$ cat config.mk
export PLATFORM = sky130hd
export DESIGN_NAME = maze_mem_arb
export DESIGN_NICKNAME = d
export VERILOG_FILES = /design/src/rtl/maze_mem_arb.sv
export SDC_FILE = /design/constraint.sdc
export NUM_CORES = 1
export LEC_CHECK = 0
export BUFFER_PORTS_ARGS = -buffer_cell sky130_fd_sc_hd__buf_2
export CAP_MARGIN = 0
export CORE_MARGIN = 5
export CORE_UTILIZATION = 38
export CTS_CLUSTER_SIZE = 24
export DETAILED_ROUTE_END_ITERATION = 10
export PLACE_DENSITY = 0.85
export SKIP_CTS_REPAIR_TIMING = 1
export SYNTH_ARGS = -nofsm -noshare
export SYNTH_HDL_FRONTEND = slang
export SYNTH_SLANG_ARGS = --single-unit
$ cat constraint.sdc
create_clock -name clk -period 1.8 [get_ports clk]
set_input_delay 0 -clock clk [delete_from_list [all_inputs] [get_ports clk]]
set_output_delay 0 -clock clk [all_outputs]
set_load 0.005 [all_outputs]
$ cat src/rtl/maze_mem_arb.sv
// Two-port arbiter in front of the 16x16 single-bit maze memory.
// The solver (s_*) and the host loader (h_*) share one memory port; each granted
// cycle is one transaction, reads return one cycle later on x_rdata/x_valid.
// A grant may be held for at most 4 consecutive transactions while the other
// port is waiting.
// Optional build macro MAZE_ARB_RR_EN: round-robin tie-break from idle instead
// of the default fixed host priority.
module maze_mem_arb (
  input  logic       clk,
  input  logic       RST,
  // solver port
  input  logic       s_req,
  input  logic       s_wr,
  input  logic [3:0] s_row,
  input  logic [3:0] s_col,
  input  logic       s_wdata,
  output logic       s_gnt,
  output logic       s_rdata,
  output logic       s_valid,
  // host loader port
  input  logic       h_req,
  input  logic       h_wr,
  input  logic [3:0] h_row,
  input  logic [3:0] h_col,
  input  logic       h_wdata,
  output logic       h_gnt,
  output logic       h_rdata,
  output logic       h_valid,
  // maze memory
  output logic [3:0] m_row,
  output logic [3:0] m_col,
  output logic       m_write,
  output logic       m_wdata,
  input  logic       m_rdata,
  output logic       busy
);

  localparam logic [2:0] BurstLimit = 3'd4;

  typedef enum logic [1:0] {
    StIdle  = 2'b00,
    StServS = 2'b01,
    StServH = 2'b10
  } state_e;

  state_e     state_q;
  logic [2:0] cnt_q;
  logic [2:0] cnt_inc;
  logic       burst_full;
  logic       tie_h;
  logic       pick_h;
  logic       s_rdata_q, s_valid_q;
  logic       h_rdata_q, h_valid_q;
  logic       sel_wr;

  // Grants decode straight from the state register, so they can never overlap.
  assign s_gnt   = (state_q == StServS);
  assign h_gnt   = (state_q == StServH);
  assign busy    = s_gnt | h_gnt;
  assign s_rdata = s_rdata_q;
  assign s_valid = s_valid_q;
  assign h_rdata = h_rdata_q;
  assign h_valid = h_valid_q;

  // Counter saturates at the limit; the transaction in flight is included.
  assign cnt_inc    = (cnt_q >= BurstLimit) ? BurstLimit : cnt_q + 3'd1;
  assign burst_full = (cnt_inc == BurstLimit);

`ifdef MAZE_ARB_RR_EN
  logic last_h_q;

  // Remember which port held the memory most recently (host after reset).
  always_ff @(posedge clk) begin
    if (!RST) begin
      last_h_q <= 1'b1;
    end else if (s_gnt) begin
      last_h_q <= 1'b0;
    end else if (h_gnt) begin
      last_h_q <= 1'b1;
    end
  end

  assign tie_h = ~last_h_q;
`else
  assign tie_h = 1'b1;
`endif

  // Winner when leaving idle: the only requester, or the tie-break choice.
  assign pick_h = h_req & (~s_req | tie_h);

  // Route the granted port onto the memory; write is killed while in reset.
  always_comb begin
    m_row   = 4'd0;
    m_col   = 4'd0;
    m_wdata = 1'b0;
    sel_wr  = 1'b0;
    if (s_gnt) begin
      m_row   = s_row;
      m_col   = s_col;
      m_wdata = s_wdata;
      sel_wr  = s_wr;
    end else if (h_gnt) begin
      m_row   = h_row;
      m_col   = h_col;
      m_wdata = h_wdata;
      sel_wr  = h_wr;
    end
  end

  assign m_write = sel_wr & RST;

  // Arbitration FSM, burst counter and registered read returns.
  always_ff @(posedge clk) begin
    if (!RST) begin
      state_q   <= StIdle;
      cnt_q     <= 3'd0;
      s_rdata_q <= 1'b0;
      s_valid_q <= 1'b0;
      h_rdata_q <= 1'b0;
      h_valid_q <= 1'b0;
    end else begin
      s_valid_q <= s_gnt & ~s_wr;
      h_valid_q <= h_gnt & ~h_wr;
      if (s_gnt && !s_wr) begin
        s_rdata_q <= m_rdata;
      end
      if (h_gnt && !h_wr) begin
        h_rdata_q <= m_rdata;
      end

      case (state_q)
        StIdle: begin
          cnt_q <= 3'd0;
          if (s_req || h_req) begin
            state_q <= pick_h ? StServH : StServS;
          end
        end
        StServS: begin
          if (s_req && !(burst_full && h_req)) begin
            cnt_q <= cnt_inc;
          end else if (h_req) begin
            state_q <= StServH;
            cnt_q   <= 3'd0;
          end else begin
            state_q <= StIdle;
            cnt_q   <= 3'd0;
          end
        end
        StServH: begin
          if (h_req && !(burst_full && s_req)) begin
            cnt_q <= cnt_inc;
          end else if (s_req) begin
            state_q <= StServS;
            cnt_q   <= 3'd0;
          end else begin
            state_q <= StIdle;
            cnt_q   <= 3'd0;
          end
        end
        default: begin
          state_q <= StIdle;
          cnt_q   <= 3'd0;
        end
      endcase
    end
  end

endmodule

# Yosys cells after proc, flatten, opt, wreduce, memory -nomap -nowiden
# Index checks and enable logic that the tools add are counted.
[op_classes]
n_addsub = 1
magnitude_cmp = 1
eq_ne = 6
mux = 19
bitwise = 6
reduce_logical = 13
[op_table]
columns = ["op", "n"]
rows = [
  ["4-bit 2-to-1 mux", 4],
  ["2-bit 2-to-1 mux", 5],
  ["3-bit 2-to-1 mux", 3],
  ["1-bit logical AND", 6],
  ["2-bit inequality test (second input constant)", 3],
  ["2-bit case mux with 3 select lines", 1],
  ["3-bit case mux with 2 select lines", 1],
  ["1-bit 2-to-1 mux", 5],
  ["1-bit zero test", 4],
  ["3-bit by 1-bit adder with 3-bit output (second input constant)", 1],
  ["1-bit AND", 3],
  ["3-bit == test (second input constant)", 1],
  ["3-bit greater-or-equal comparator (second input constant)", 1],
  ["3-bit AND reduction", 1],
  ["2-bit by 1-bit == test with 1-bit output (second input constant)", 1],
  ["2-bit == test (second input constant)", 1],
  ["2-bit zero test", 1],
  ["1-bit NOT", 2],
  ["1-bit logical OR", 1],
  ["1-bit bitwise OR", 1],
]
[totals]
ff_bits = 9
inputBits = 25
out_inout_bits = 17
elab_cells = 52

# Depth between registers and ports, before layout
[depth]
ltp_word = 8
depth_mapped = 6
depth_no_buf = 6

# Least setup slack after synthesis
# Ideal clock, no wire load.
[synth_path]
kind = "reg2reg"
from = "reg state_q[0]"
to = "reg state_q[0]"
setup_time_ns = 0.121
arrival_ns = 1.412
required_time_ns = 1.679
slack_ns = 0.267
stages_incl_launch_ff = 7
path_buffers = 0
period_less_slack_ns = 1.533
cell_sequence = "dfxtp_1 > inv_1 > ha_1 > and2_1 > a32o_2 > o2bb2ai_2 > mux2_4"
[synth_via]
elab_chain_len = 3
word_cells_on_any_way = 8
cone_classes = "eq/ne: 5; mux: 1; reduce/logical: 2"
[synth_lines]
columns = ["item", "line", "source"]
rows = [
  ["start: declaration", "46", "state_e state_q;"],
  ["start signal: assignment", "115", "state_q <= StIdle;"],
  ["start signal: assignment", "135", "state_q <= pick_h ? StServH : StServS;"],
  ["start signal: assignment", "142", "state_q <= StServH;"],
  ["2-bit == test (*)", "n/a", ""],
  ["net h_gnt", "26", "output logic h_gnt,"],
  ["2-bit inequality test (no source line)", "n/a", ""],
  ["3-bit AND reduction (no source line)", "n/a", ""],
]
# The timed path passes the listed nets; every way through them passes the cells marked *.
# A chain may end at the register's enable or synchronous reset.

# Worst setup path in the final report
[layout_path]
from = "reg state_q[0]"
to = "reg state_q[0]"
[layout_via]
elab_chain_len = 3
word_cells_on_any_way = 8
cone_classes = "eq/ne: 5; mux: 1; reduce/logical: 2"
[layout_lines]
columns = ["item", "line", "source"]
rows = [
  ["2-bit == test (tied with other cells)", "131", "case (state_q)"],
  ["2-bit inequality test (no source line)", "n/a", ""],
  ["3-bit AND reduction (no source line)", "n/a", ""],
]
# Several ways; a longest one is shown, not always the timed one.

==> impl_results.md <==
* Result of the run: finished, final reports clean
* DRT antenna net count at 0
* Die width at 48.6 µm
* Top cells by count, synth: a22o_1, dfxtp_1, ha_1, nor2_1
* Worst hold slack at 0.00280 ns
* Diodes inserted at 0
* PwrDens at 706 nW/µm²
* Synth Area per Inst at 9.12 µm²
* Port-buffer cells at 41
* Clock-pin slew on the worst setup and hold paths at 0.06 ns
* Clock sinks at 9
* Drt initial violations at 3
* Ys async rst share at 0%
* Power Total at 0.582 mW
* Via count at 589
* Slew margin rel. at 78.2%
* Clk_skew at 0.00672 ns
* Crit path buffers/inverters at 1
* Critical Path Sink Type: register
* Clock tree root buffer cell: clkbuf_4
* DR WL/cell at 12.0 µm
* Syn. warnings at 0
* Crit-path max FO at 5
* HPWL Detailed at 1.22 mm
* Nets at 138
* Worst hold-check path type: in2reg
* Mapped Area at 566 µm²
* Clk buf depth at 2
* Die H at 48.6 µm
* Vias/cell at 4.83
* Fin crit share at 89.6%
* Critical Path Source Type: register
* RSZ-0062 raised after global routing: no
* Worst-path cell chain: inv_1, ha_1, and2_1, a32o_2, o2bb2ai_2, mux2_4
* Cell row count at 14
* Final setup violation count at 0
* Worst-Margin Slew at 0.325 ns
* Inst Count DP at 118
* VDD IR-drop max at 0.541 mV
* Switching Fraction at 29.7%
* First-pass GRT wire length at 2.46 mm
* EDFF count, synth at 0
* Core Area at 1450 µm²
* #FFs+latches synth at 9
* Synthesized instance count at 62
* Slowest cell on crit path: dfxtp_1
* # H-tree levels at 1
* Post-route minimum period at 1.61 ns
* Sequential power share at 37.6%
* Largest net degree at the start of global routing at 12
* Clock power share at 26.0%
* First-pass DRT Iterations at 4
* Max_cap viols at 0
* GRT overflow at 0
* Area growth from synthesis to layout at 45.8%
* Worst-Skew Late Latency at 0.26 ns
* Combinational fraction of design power at 36.5%
* Layout cells sized above 1 at 47.2%
* Crit Path Class: reg2reg
* Vias in the first global route at 551
* Area leader, netlist: dfxtp_1
* Setup TNS at 0 ns
* GR Util All Layers at 12.4%
* Required time worst endpoint at 1.95 ns
* I/O Pins at 42
* Post-Syn Nets at 93
* Post-synth cell types at 23
* Fin. Hold Viols at 0
* Final slew viol count at 0
* Top cell type's share of synthesized area at 31.9%
* Initial antenna violation count at 0
* CTS tree: yes
* Seq/Total Area, Yosys at 31.9%
* Final non-filler cell total at 122
* # DRC at 0
* Detailed Route WL at 1.47 mm
* Family with the most delay on the worst path: flip-flops
* Initial cell density of the core at 38.9%
* Post-synth top flop: dfxtp_1
* CP peak stage delay at 0.36 ns
* Leakage at 0.446 nW
* Max Fclk at 0.620 GHz
* Area of the die at 2360 µm²
* P_sw at 0.173 mW
* CP arrival at 1.76 ns
* GPL Wtd Cong at 0.713
* P_int at 0.409 mW
* Largest cells by area after synthesis: dfxtp_1, a22o_1, ha_1
* Num CTS Buffers at 3
## final timing paths
kind / startpoint / endpoint / slack (ns) / cells after the start
min reg2reg: cnt_q[0] / cnt_q[0] / 0.49 / 1
max reg2reg: state_q[0] / state_q[0] / 0.19 / 6
min: RST / s_valid / 0.003 / 2
max: state_q[0] / state_q[0] / 0.19 / 6
## worst reg2reg max path, cell delays in order (launching register included)
cell	delay, ns
dfxtp_1	0.36
inv_1	0.09
ha_1	0.25
and2_1	0.16
a32o_2	0.23
o2bb2ai_2	0.13
mux2_4	0.29
## metal layers
layer	share of wire (%)	wire length, µm	track usage, %	up-vias
met5	0	0	0	-
met4	0.55	8	2.69	0
met3	16	234	7.06	2
met2	43	632	19.3	35
met1	40	589	14.7	239
li1	-	-	-	313
## power by group through the flow
stage | Sequential [mW] | Clock [mW] | Combinational (mW)
finish | 0.219 | 0.151 | 0.212
detailed placement | 0.223 | 0 | 0.208
global route | 0.220 | 0.170 | 0.237
global placement | 0.222 | 0 | 0.204
floorplan | 0.222 | 0 | 0.119
CTS | 0.219 | 0.157 | 0.210
## state kept, by name, indices dropped and copies added, names as in the netlist
name / flops
cnt_q: 3
h_valid: 1
state_q: 2
h_rdata: 1
s_rdata: 1
s_valid: 1
## stage by stage
step	cell area (µm²)	utilization, %	worst slack [ns]
finish	825	56.7	0.187
global route	825	56.7	0.0890
CTS	817	56.2	-0.0623
detailed placement	791	54.4	0.209
global placement	791	54.4	0.253
floorplan	566	-	0.267
## area by class of cell
cell class	count	area, µm²
clock buffer	4	26.3
fill	139	629
inverter	5	18.8
multi-input combinational	46	367
sequential	9	180
tap	16	20.0
timing repair buffer	42	213
## layout by cell type, fill, tap and decap left out, types with 2 or more instances in the layout
master and instances:
a22o_1 9, a32o_2 2, and2_1 2, buf_2 41, clkbuf_4 3, dfxtp_1 9
ha_1 6, inv_1 5, mux2i_1 2, nand2_1 5, nand2b_1 2, nor2_1 6
## kinds of logic (layout without fill, tap and decap cells)
logic type               count (synthesis)  in the layout  share of synthesized area [%]
adder cells (fa/ha/maj)                  6              6                           13.3
flip-flops                               9              9                           31.9
AND/OR/NAND/NOR                         23             23                           20.8
multiplexers                             3              3                           6.19
buffers and inverters                    7             51                           4.65
AO/OA/AOI/OAI                           14             14                           23.2
No activity file was read; power rests on OpenSTA's default activity.
